File: config.mk
export PLATFORM = sky130hd
export DESIGN_NAME = mod_counter
export DESIGN_NICKNAME = d
export VERILOG_FILES = /design/src/rtl/mod_counter_pkg.sv /design/src/rtl/mod_counter_prescaler.sv /design/src/rtl/mod_counter.sv
export SDC_FILE = /design/constraint.sdc
export NUM_CORES = 1
export LEC_CHECK = 0
export CORE_ASPECT_RATIO = 1.1
export CORE_MARGIN = 3
export CORE_UTILIZATION = 45
export CTS_CLUSTER_DIAMETER = 40
export DETAILED_ROUTE_END_ITERATION = 8
export PLACE_DENSITY = 0.76
export SETUP_SLACK_MARGIN = 0.2
export SLEW_MARGIN = 20
export SYNTH_ARGS = -nofsm -noshare
export SYNTH_HDL_FRONTEND = slang
export SYNTH_SLANG_ARGS = --single-unit
File: constraint.sdc
create_clock -name clk -period 2.2 [get_ports clk]
set_clock_uncertainty 0.05 [all_clocks]
set_input_delay 0.33 -clock clk [delete_from_list [all_inputs] [get_ports clk]]
set_output_delay 0.33 -clock clk [all_outputs]
set_load 0.01 [all_outputs]
File: src/rtl/mod_counter_pkg.sv
// Shared constants and parameter-range helper for the mod_counter family.
package mod_counter_pkg;

  localparam logic DIR_DOWN = 1'b0;
  localparam logic DIR_UP   = 1'b1;

  localparam int MODE_WRAP     = 32'sd0;
  localparam int MODE_SATURATE = 32'sd1;

  function automatic bit max_value_ok(input int width, input longint unsigned max_value);
    longint unsigned limit;
    limit = (64'd1 << width) - 64'd1;
    return (max_value >= 64'd1) && (max_value <= limit);
  endfunction

endpackage

File: src/rtl/mod_counter_prescaler.sv
// Enable prescaler for mod_counter: one tick per PRESCALE enabled cycles.
module count_prescaler #(
  parameter int PRESCALE = 4
) (
  input  logic clk,
  input  logic reset_n,
  input  logic enable,
  input  logic clear,
  output logic tick
);

  localparam int PW = (PRESCALE > 1) ? $clog2(PRESCALE) : 1;
  localparam logic [PW-1:0] LAST_C = PW'(PRESCALE - 1);
  localparam logic [PW-1:0] ZERO_C = {PW{1'b0}};
  localparam logic [PW-1:0] ONE_C  = PW'(1'b1);

  logic [PW-1:0] phase_r;

  assign tick = enable && (phase_r == LAST_C);

  // Phase advances only on enabled cycles and restarts after the terminal phase.
  always_ff @(posedge clk) begin
    if (!reset_n) begin
      phase_r <= ZERO_C;
    end else if (clear) begin
      phase_r <= ZERO_C;
    end else if (enable) begin
      if (phase_r == LAST_C) begin
        phase_r <= ZERO_C;
      end else begin
        phase_r <= phase_r + ONE_C;
      end
    end else begin
      phase_r <= phase_r;
    end
  end

endmodule

File: src/rtl/mod_counter.sv
// Parametrised modulo up/down counter with wrap/saturate mode and limit flags.
// Optional enable prescaler is built when COUNTER_PRESCALE_EN is defined.
module mod_counter
  import mod_counter_pkg::*;
#(
  parameter int              WIDTH     = 8,
  parameter longint unsigned MAX_VALUE = (64'd1 << WIDTH) - 64'd1,
  parameter int              SATURATE  = 0,
  parameter int              PRESCALE  = 4
) (
  input  logic             clk,
  input  logic             reset_n,
  input  logic             enable,
  input  logic             up_down,
  input  logic             clear,
  input  logic             load,
  input  logic [WIDTH-1:0] load_value,
  output logic [WIDTH-1:0] count,
  output logic             max_reached,
  output logic             min_reached,
  output logic             wrap_pulse,
  output logic             overflow_sticky
);

  if (!max_value_ok(WIDTH, MAX_VALUE) || (WIDTH < 2) || (WIDTH > 32) || (PRESCALE < 1) ||
      ((SATURATE != MODE_WRAP) && (SATURATE != MODE_SATURATE))) begin : g_param_err
    $error("mod_counter: illegal WIDTH/MAX_VALUE/SATURATE/PRESCALE combination");
  end

  localparam logic [WIDTH-1:0] MAX_C  = WIDTH'(MAX_VALUE);
  localparam logic [WIDTH-1:0] ZERO_C = {WIDTH{1'b0}};
  localparam logic [WIDTH-1:0] ONE_C  = WIDTH'(1'b1);
  localparam bit               SAT_C  = (SATURATE == MODE_SATURATE);

  logic [WIDTH-1:0] count_r, count_n_s;
  logic             wrap_r, wrap_n_s;
  logic             sticky_r, sticky_n_s;
  logic             tick_s;

`ifdef COUNTER_PRESCALE_EN
  count_prescaler #(.PRESCALE(PRESCALE)) u_prescaler (
    .clk     (clk),
    .reset_n (reset_n),
    .enable  (enable),
    .clear   (clear | load),
    .tick    (tick_s)
  );
`else
  assign tick_s = enable;
`endif

  // Next-state: clear > load > step; a step past either limit is a limit event.
  always_comb begin
    count_n_s  = count_r;
    wrap_n_s   = 1'b0;
    sticky_n_s = sticky_r;
    if (clear) begin
      count_n_s  = ZERO_C;
      sticky_n_s = 1'b0;
    end else if (load) begin
      count_n_s = (load_value > MAX_C) ? MAX_C : load_value;
    end else if (tick_s) begin
      case (up_down)
        DIR_UP: begin
          if (count_r == MAX_C) begin
            wrap_n_s   = 1'b1;
            sticky_n_s = 1'b1;
            count_n_s  = SAT_C ? MAX_C : ZERO_C;
          end else begin
            count_n_s = count_r + ONE_C;
          end
        end
        DIR_DOWN: begin
          if (count_r == ZERO_C) begin
            wrap_n_s   = 1'b1;
            sticky_n_s = 1'b1;
            count_n_s  = SAT_C ? ZERO_C : MAX_C;
          end else begin
            count_n_s = count_r - ONE_C;
          end
        end
        default: count_n_s = count_r;
      endcase
    end else begin
      count_n_s = count_r;
    end
  end

  // State register with synchronous active-low reset.
  always_ff @(posedge clk) begin
    if (!reset_n) begin
      count_r  <= ZERO_C;
      wrap_r   <= 1'b0;
      sticky_r <= 1'b0;
    end else begin
      count_r  <= count_n_s;
      wrap_r   <= wrap_n_s;
      sticky_r <= sticky_n_s;
    end
  end

  assign count           = count_r;
  assign wrap_pulse      = wrap_r;
  assign overflow_sticky = sticky_r;
  assign max_reached     = (count_r == MAX_C);
  assign min_reached     = (count_r == ZERO_C);

endmodule

==> results.toml, run 1 <==
[clocking]
clock-sinks = 10
clock_path_buffers = 2
clock_latency_ns = 0.28
cts-root-buf = "clkbuf_4"
htreeDepth = 1
cts.clk_slew.worst_paths_ns = 0.08
cts_hold_buf = 0
cts_tree = "built"
cts_made_buffers = 3

[floorplan]
die_w_um = 49.2
start_util = 0.495
coreArea_um2 = 1860
ios = 26
die_h_um = 53.5
num_rows = 16
die-area_um2 = 2630

[timing]
setup_viol = 0
max_slew_margin = 0.695
fin_tns_setup_ns = 0
hold_viol_final = 0
clock.fmax_mhz = 506
period_needed_ns = 1.98
period_share = 0.899
slew_violations = 0
grt_setup_unrepaired = "yes"
tightest_slew_ns = 0.453

[logic_synthesis]
synth_cells = 121
synth-edff-count = 0
yosys.area_share.simple = 0.313
yosysTopAreaCell = "dfxtp_1"
async_flop_share = 0
synth_xor_area_frac = 0.0475
syn_area_um2 = 922
synthTopCellsByArea = "dfxtp_1, a21oi_1, ha_1"
seq_area_frac_synth = 0.217
synth_ff_type = "dfxtp_1"
ys_ff_latch = 10
synth_top_cells_by_count = "dfxtp_1, a21oi_1, inv_1, nor2_1"
synth_fa_ha_area_frac = 0.0407
synth_top_area_frac = 0.217
synth_top_family_by_area = "simple AND/OR/NAND/NOR gates"
synth.mux.area_fraction = 0.0231
synth_compound_area_frac = 0.265
yosysMostFrequentCell = "dfxtp_1"
syn_nets = 138
yosysUniqueCellTypes = 51
yosysWarnings = 0
avgSynthCellArea_um2 = 7.62

[routing]
vias = 1146
finalWirelength_um = 3060
drt-vias-per-instance = 6.10
drc = 0
avgRoutedWirePerCell_um = 16.3
detail-route-antenna-nets = 0
dr.pass1.iters = 4
first_iter_violations = 40

[critical_path]
cp.required_ns = 1.82
critPathBufInv = 3
critPathKind = "flip-flop to output pin"
cp_max_fo = 2
crit_family = "simple AND/OR/NAND/NOR gates"
critPathCaptureType = "output pin"
crit_arrival_ns = 1.60
startpoint_type = "flip-flop"
slowest_delay_ns = 0.37
cp_slowest_cell = "or3b_4"
cp_cell_sequence = "inv_2, ha_4, or3b_4, or2_4, clkinv_2, buf_2"

[outcome]
status = "finished, final reports clean"

[hold_path]
worst_hold_path_type = "flip-flop to flip-flop"

[global_routing]
grt_antenna_before_repair = 0
grt_pass1_vias = 1106
grt_pass1_wl_um = 4730
grt-ovfl-total = 0
grt_max_degree = 15
grt.total_usage = 0.240

[cells_and_area]
multi_input_comb_area_um2 = 653
final_core_util = 0.728
seq_area_um2 = 203
final_cells = 188
nets = 179
layout-drive-gt1-share = 0.255
area_delta_synth_final_pct = 47.1
num_antenna_cells = 0
n_fill_cell = 161

[placed_design]
dp.cells = 181
place_hpwl_um = 2200
port_buffers = 25
globalplace.congestion = 0.938

[run]
cap_violations = 0

[power_and_ir_drop]
power_mw = 0.598
ir_worst_vdd_mv = 0.352
cellPowerDensity_nw_per_um2 = 441
power_leakage_nw = 0.539
per-layer routing:
layer / global-route usage / part of all wire / up-vias
met2: 0.462 / 0.50 / 74
li1: - / - / 531
met4: 0.0948 / 0.023 / 0
met5: 0 / 0 / -
met3: 0.0479 / 0.081 / 13
met1: 0.255 / 0.39 / 528
layout make-up:
class                      count  share of cell area
timing repair buffer          45               0.292
clock buffer                   4              0.0268
sequential                    10               0.149
inverter                       9              0.0258
tap                           27              0.0249
multi-input combinational     93               0.482
power breakdown:
| part | leakage (nW) | total, mW | switching [mW] | internal (mW) |
|---|---|---|---|---|
| Clock | 0.0210 | 0.175 | 0.0747 | 0.101 |
| Combinational | 0.436 | 0.230 | 0.112 | 0.118 |
| Sequential | 0.0824 | 0.193 | 0.00423 | 0.189 |
state kept, by name, summed over array words and instances, names as in the netlist:
name / cells
count: 8
wrap_pulse: 1
overflow_sticky: 1
kinds of logic (layout without fill, tap and decap cells):
family	after synthesis	after routing
buffers and inverters	18	58
multiplexers	2	2
adder cells (fa/ha/maj)	3	3
XOR/XNOR	5	5
flip-flops	10	10
AND/OR/NAND/NOR	48	48
AO/OA/AOI/OAI	35	35
final timing paths:
| path | slack [ns] | depth (start not counted) | end | startpoint |
|---|---|---|---|---|
| min | 0.46 | 2 | overflow_sticky$_SDFFE_PP0P_ | overflow_sticky$_SDFFE_PP0P_ |
| min reg2reg | 0.46 | 2 | overflow_sticky$_SDFFE_PP0P_ | overflow_sticky$_SDFFE_PP0P_ |
| max | 0.22 | 6 | min_reached | count[0]$_SDFFE_PP0P_ |
| max reg2reg | 0.35 | 7 | count[4]$_SDFFE_PP0P_ | count[0]$_SDFFE_PP0P_ |
placed cells by master (no fill, tap or decap), types with 4 or more instances in the layout:
| cell type | synthesis | routed |
|---|---|---|
| a21oi_1 | 8 | 8 |
| a31oi_1 | 4 | 4 |
| buf_4 | 1 | 20 |
| clkdlybuf4s50_1 | 0 | 23 |
| dfxtp_1 | 10 | 8 |
| inv_1 | 8 | 6 |
| nand2_1 | 6 | 6 |
| nand2b_1 | 4 | 4 |
| nand3_1 | 4 | 4 |
| nor2_1 | 8 | 8 |
| o21ai_0 | 6 | 6 |
| xnor2_1 | 4 | 4 |
what timing repair did:
item                       4_1_cts  5_1_grt
setup endpoints to repair        2        1
gates resized for setup          8        6
pin swaps                        1        1
buffers inserted                 1        2
through the flow:
stage | worst slack, ns | instance area (um2) | hold WS, ns
after global placement | 0.00898 | 1280 | 0.419
after detailed placement | -0.0241 | 1280 | 0.434
after floorplan | 0.370 | 922 | 0.428
after global routing | 0.175 | 1360 | 0.478
after CTS | 0.104 | 1330 | 0.457
final | 0.223 | 1360 | 0.465
tightest hold or removal path, cell delays in order (launching register included):
cell     delay, ns
dfxtp_1       0.34
a31oi_1       0.05
nor2_1        0.08
Power figures use the tool's default switching activity.
==> run 2: changes to the inputs <==
CTS_CLUSTER_DIAMETER = unset   (was 40)
==> results of run 2 <==
The final DEF is identical to that of run 1; final timing and power are the same.
==> run 3: changes to the inputs <==
CELL_PAD_IN_SITES_DETAIL_PLACEMENT = 0   (was unset)
CELL_PAD_IN_SITES_GLOBAL_PLACEMENT = 1   (was unset)
CORE_MARGIN = unset   (was 3)
CORE_UTILIZATION = 33   (was 45)
PLACE_DENSITY = unset   (was 0.76)
PLACE_DENSITY_LB_ADDON = 0.1   (was unset)
==> results.toml, run 3 (same netlist as run 1, synthesis figures left out) <==
[clocking]
cts_tree = "built"
cts_made_buffers = 3
clock-sinks = 10
clock_path_buffers = 2
cts.clk_slew.worst_paths_ns = 0.07
clock_latency_ns = 0.26
htreeDepth = 1
cts-root-buf = "clkbuf_4"

[hold_path]
worst_hold_path_type = "flip-flop to flip-flop"
hold_start = "overflow_sticky$_SDFFE_PP0P_"
hold_depth = 2

[critical_path]
slowest_delay_ns = 0.36
timing.rr.start = "count[0]$_SDFFE_PP0P_"
cp_slowest_cell = "dfxtp_2"
startpoint_type = "flip-flop"
startpoint = "count[0]$_SDFFE_PP0P_"
reg2reg_depth = 7
critPathKind = "flip-flop to output pin"
crit_top_cell = "buf_4"
cp_cell_sequence = "buf_4, buf_4, ha_2, nand3_1, nor2_1, dlygate4sd2_1"
cp.required_ns = 1.82
cp_max_fo = 6
critPathCaptureType = "output pin"
crit_arrival_ns = 1.59

[global_routing]
grt_max_degree = 15
grt_pass1_wl_um = 4910
grt.total_usage = 0.223
grt_pass1_vias = 1076
grt_antenna_before_repair = 0
grt-ovfl-total = 0

[timing]
slew_violations = 0
setup_viol = 0
clock.fmax_mhz = 509
tightest_slew_ns = 0.381
period_needed_ns = 1.97
max_slew_margin = 0.745
period_share = 0.893
timing.hold.ws_ns = 0.433
hold_viol_final = 0
grt_setup_unrepaired = "yes"

[routing]
vias = 1105
finalWirelength_um = 3030
dr.pass1.iters = 4
first_iter_violations = 38
drc = 0
detail-route-antenna-nets = 0
drt-vias-per-instance = 5.73
avgRoutedWirePerCell_um = 15.7

[placed_design]
place_hpwl_um = 2320
port_buffers = 25
globalplace.congestion = 0.843
dp.cells = 187
placed_cell_area_um2 = 1300

[floorplan]
start_util = 0.359
ios = 26
die-area_um2 = 3010
coreArea_um2 = 2570
die_w_um = 52.4
die_h_um = 57.4
num_rows = 19

[cells_and_area]
area_delta_synth_final_pct = 48.6
mostFrequentLayoutCells = "clkdlybuf4s50_1, buf_4, nor2_1, a21oi_1, dfxtp_1"
largest_reg_flops = 8
final_area_um2 = 1370
final_cells = 193
num_antenna_cells = 0
final_common_cell = "clkdlybuf4s50_1"
nets = 180
layout-drive-gt1-share = 0.259

[power_and_ir_drop]
power_leakage_nw = 0.548
cellPowerDensity_nw_per_um2 = 424
ir_worst_vdd_mv = 0.365
power_mw = 0.581

[outcome]
status = "finished, final reports clean"

[run]
cap_violations = 0
==> run 3: worst max-delay path: cells and delay by family (launching register included) <==
| family | cells | cell delay, ns |
|---|---|---|
| AND/OR/NAND/NOR | 2 | 0.21 |
| flip-flops | 1 | 0.36 |
| adder cells (fa/ha/maj) | 1 | 0.23 |
| buffers and inverters | 3 | 0.53 |
==> run 3: final cells by class <==
cell class              instances  area, um2
clock buffers                   4       36.3
fillers                       267       1200
well taps                      31       38.8
inverters                       9       37.5
multi-input cells              93        653
repair buffers                 46        402
flip-flops and latches         10        203
==> run 3: worst paths after layout <==
path	endpoint	slack, ns
max	max_reached	0.23
min	overflow_sticky$_SDFFE_PP0P_	0.43
max reg2reg	count[4]$_SDFFE_PP0P_	0.41
min reg2reg	overflow_sticky$_SDFFE_PP0P_	0.43
==> run 3: per-stage QoR <==
stage / util / TNS (ns) / setup WS [ns]
global placement: 0.507 / 0 / 0.0343
global route: 0.534 / 0 / 0.157
finish: 0.534 / 0 / 0.235
floorplan: - / 0 / 0.370
CTS: 0.528 / 0 / 0.117
detailed placement: 0.507 / -0.00196 / -0.00196
==> run 3: repair_timing <==
| item | 4_1_cts | 5_1_grt |
|---|---|---|
| hold buffers | 0 | 0 |
| setup endpoints to repair | 2 | 2 |
| setup buffers | 1 | 1 |
| gates resized for setup | 10 | 5 |
| pin swaps | 1 | 1 |
| hold endpoints to repair | 0 | 0 |
==> run 3: report_power, final <==
part	leakage, nW	internal (mW)	switching, mW	total (mW)
registers	0.0824	0.189	0.00491	0.194
logic	0.445	0.116	0.108	0.224
clock network	0.0210	0.100	0.0623	0.163
total	0.548	0.405	0.175	0.581
==> run 3: routing by layer <==
metal  vias up  wire length, um  global-route usage  part of all wire
met5         -                0                   0                 0
met4         0               63              0.0827             0.021
met3         6              202              0.0400             0.067
met2        45             1510               0.371              0.50
met1       518             1250               0.281              0.41
li1        536                -                   -                 -
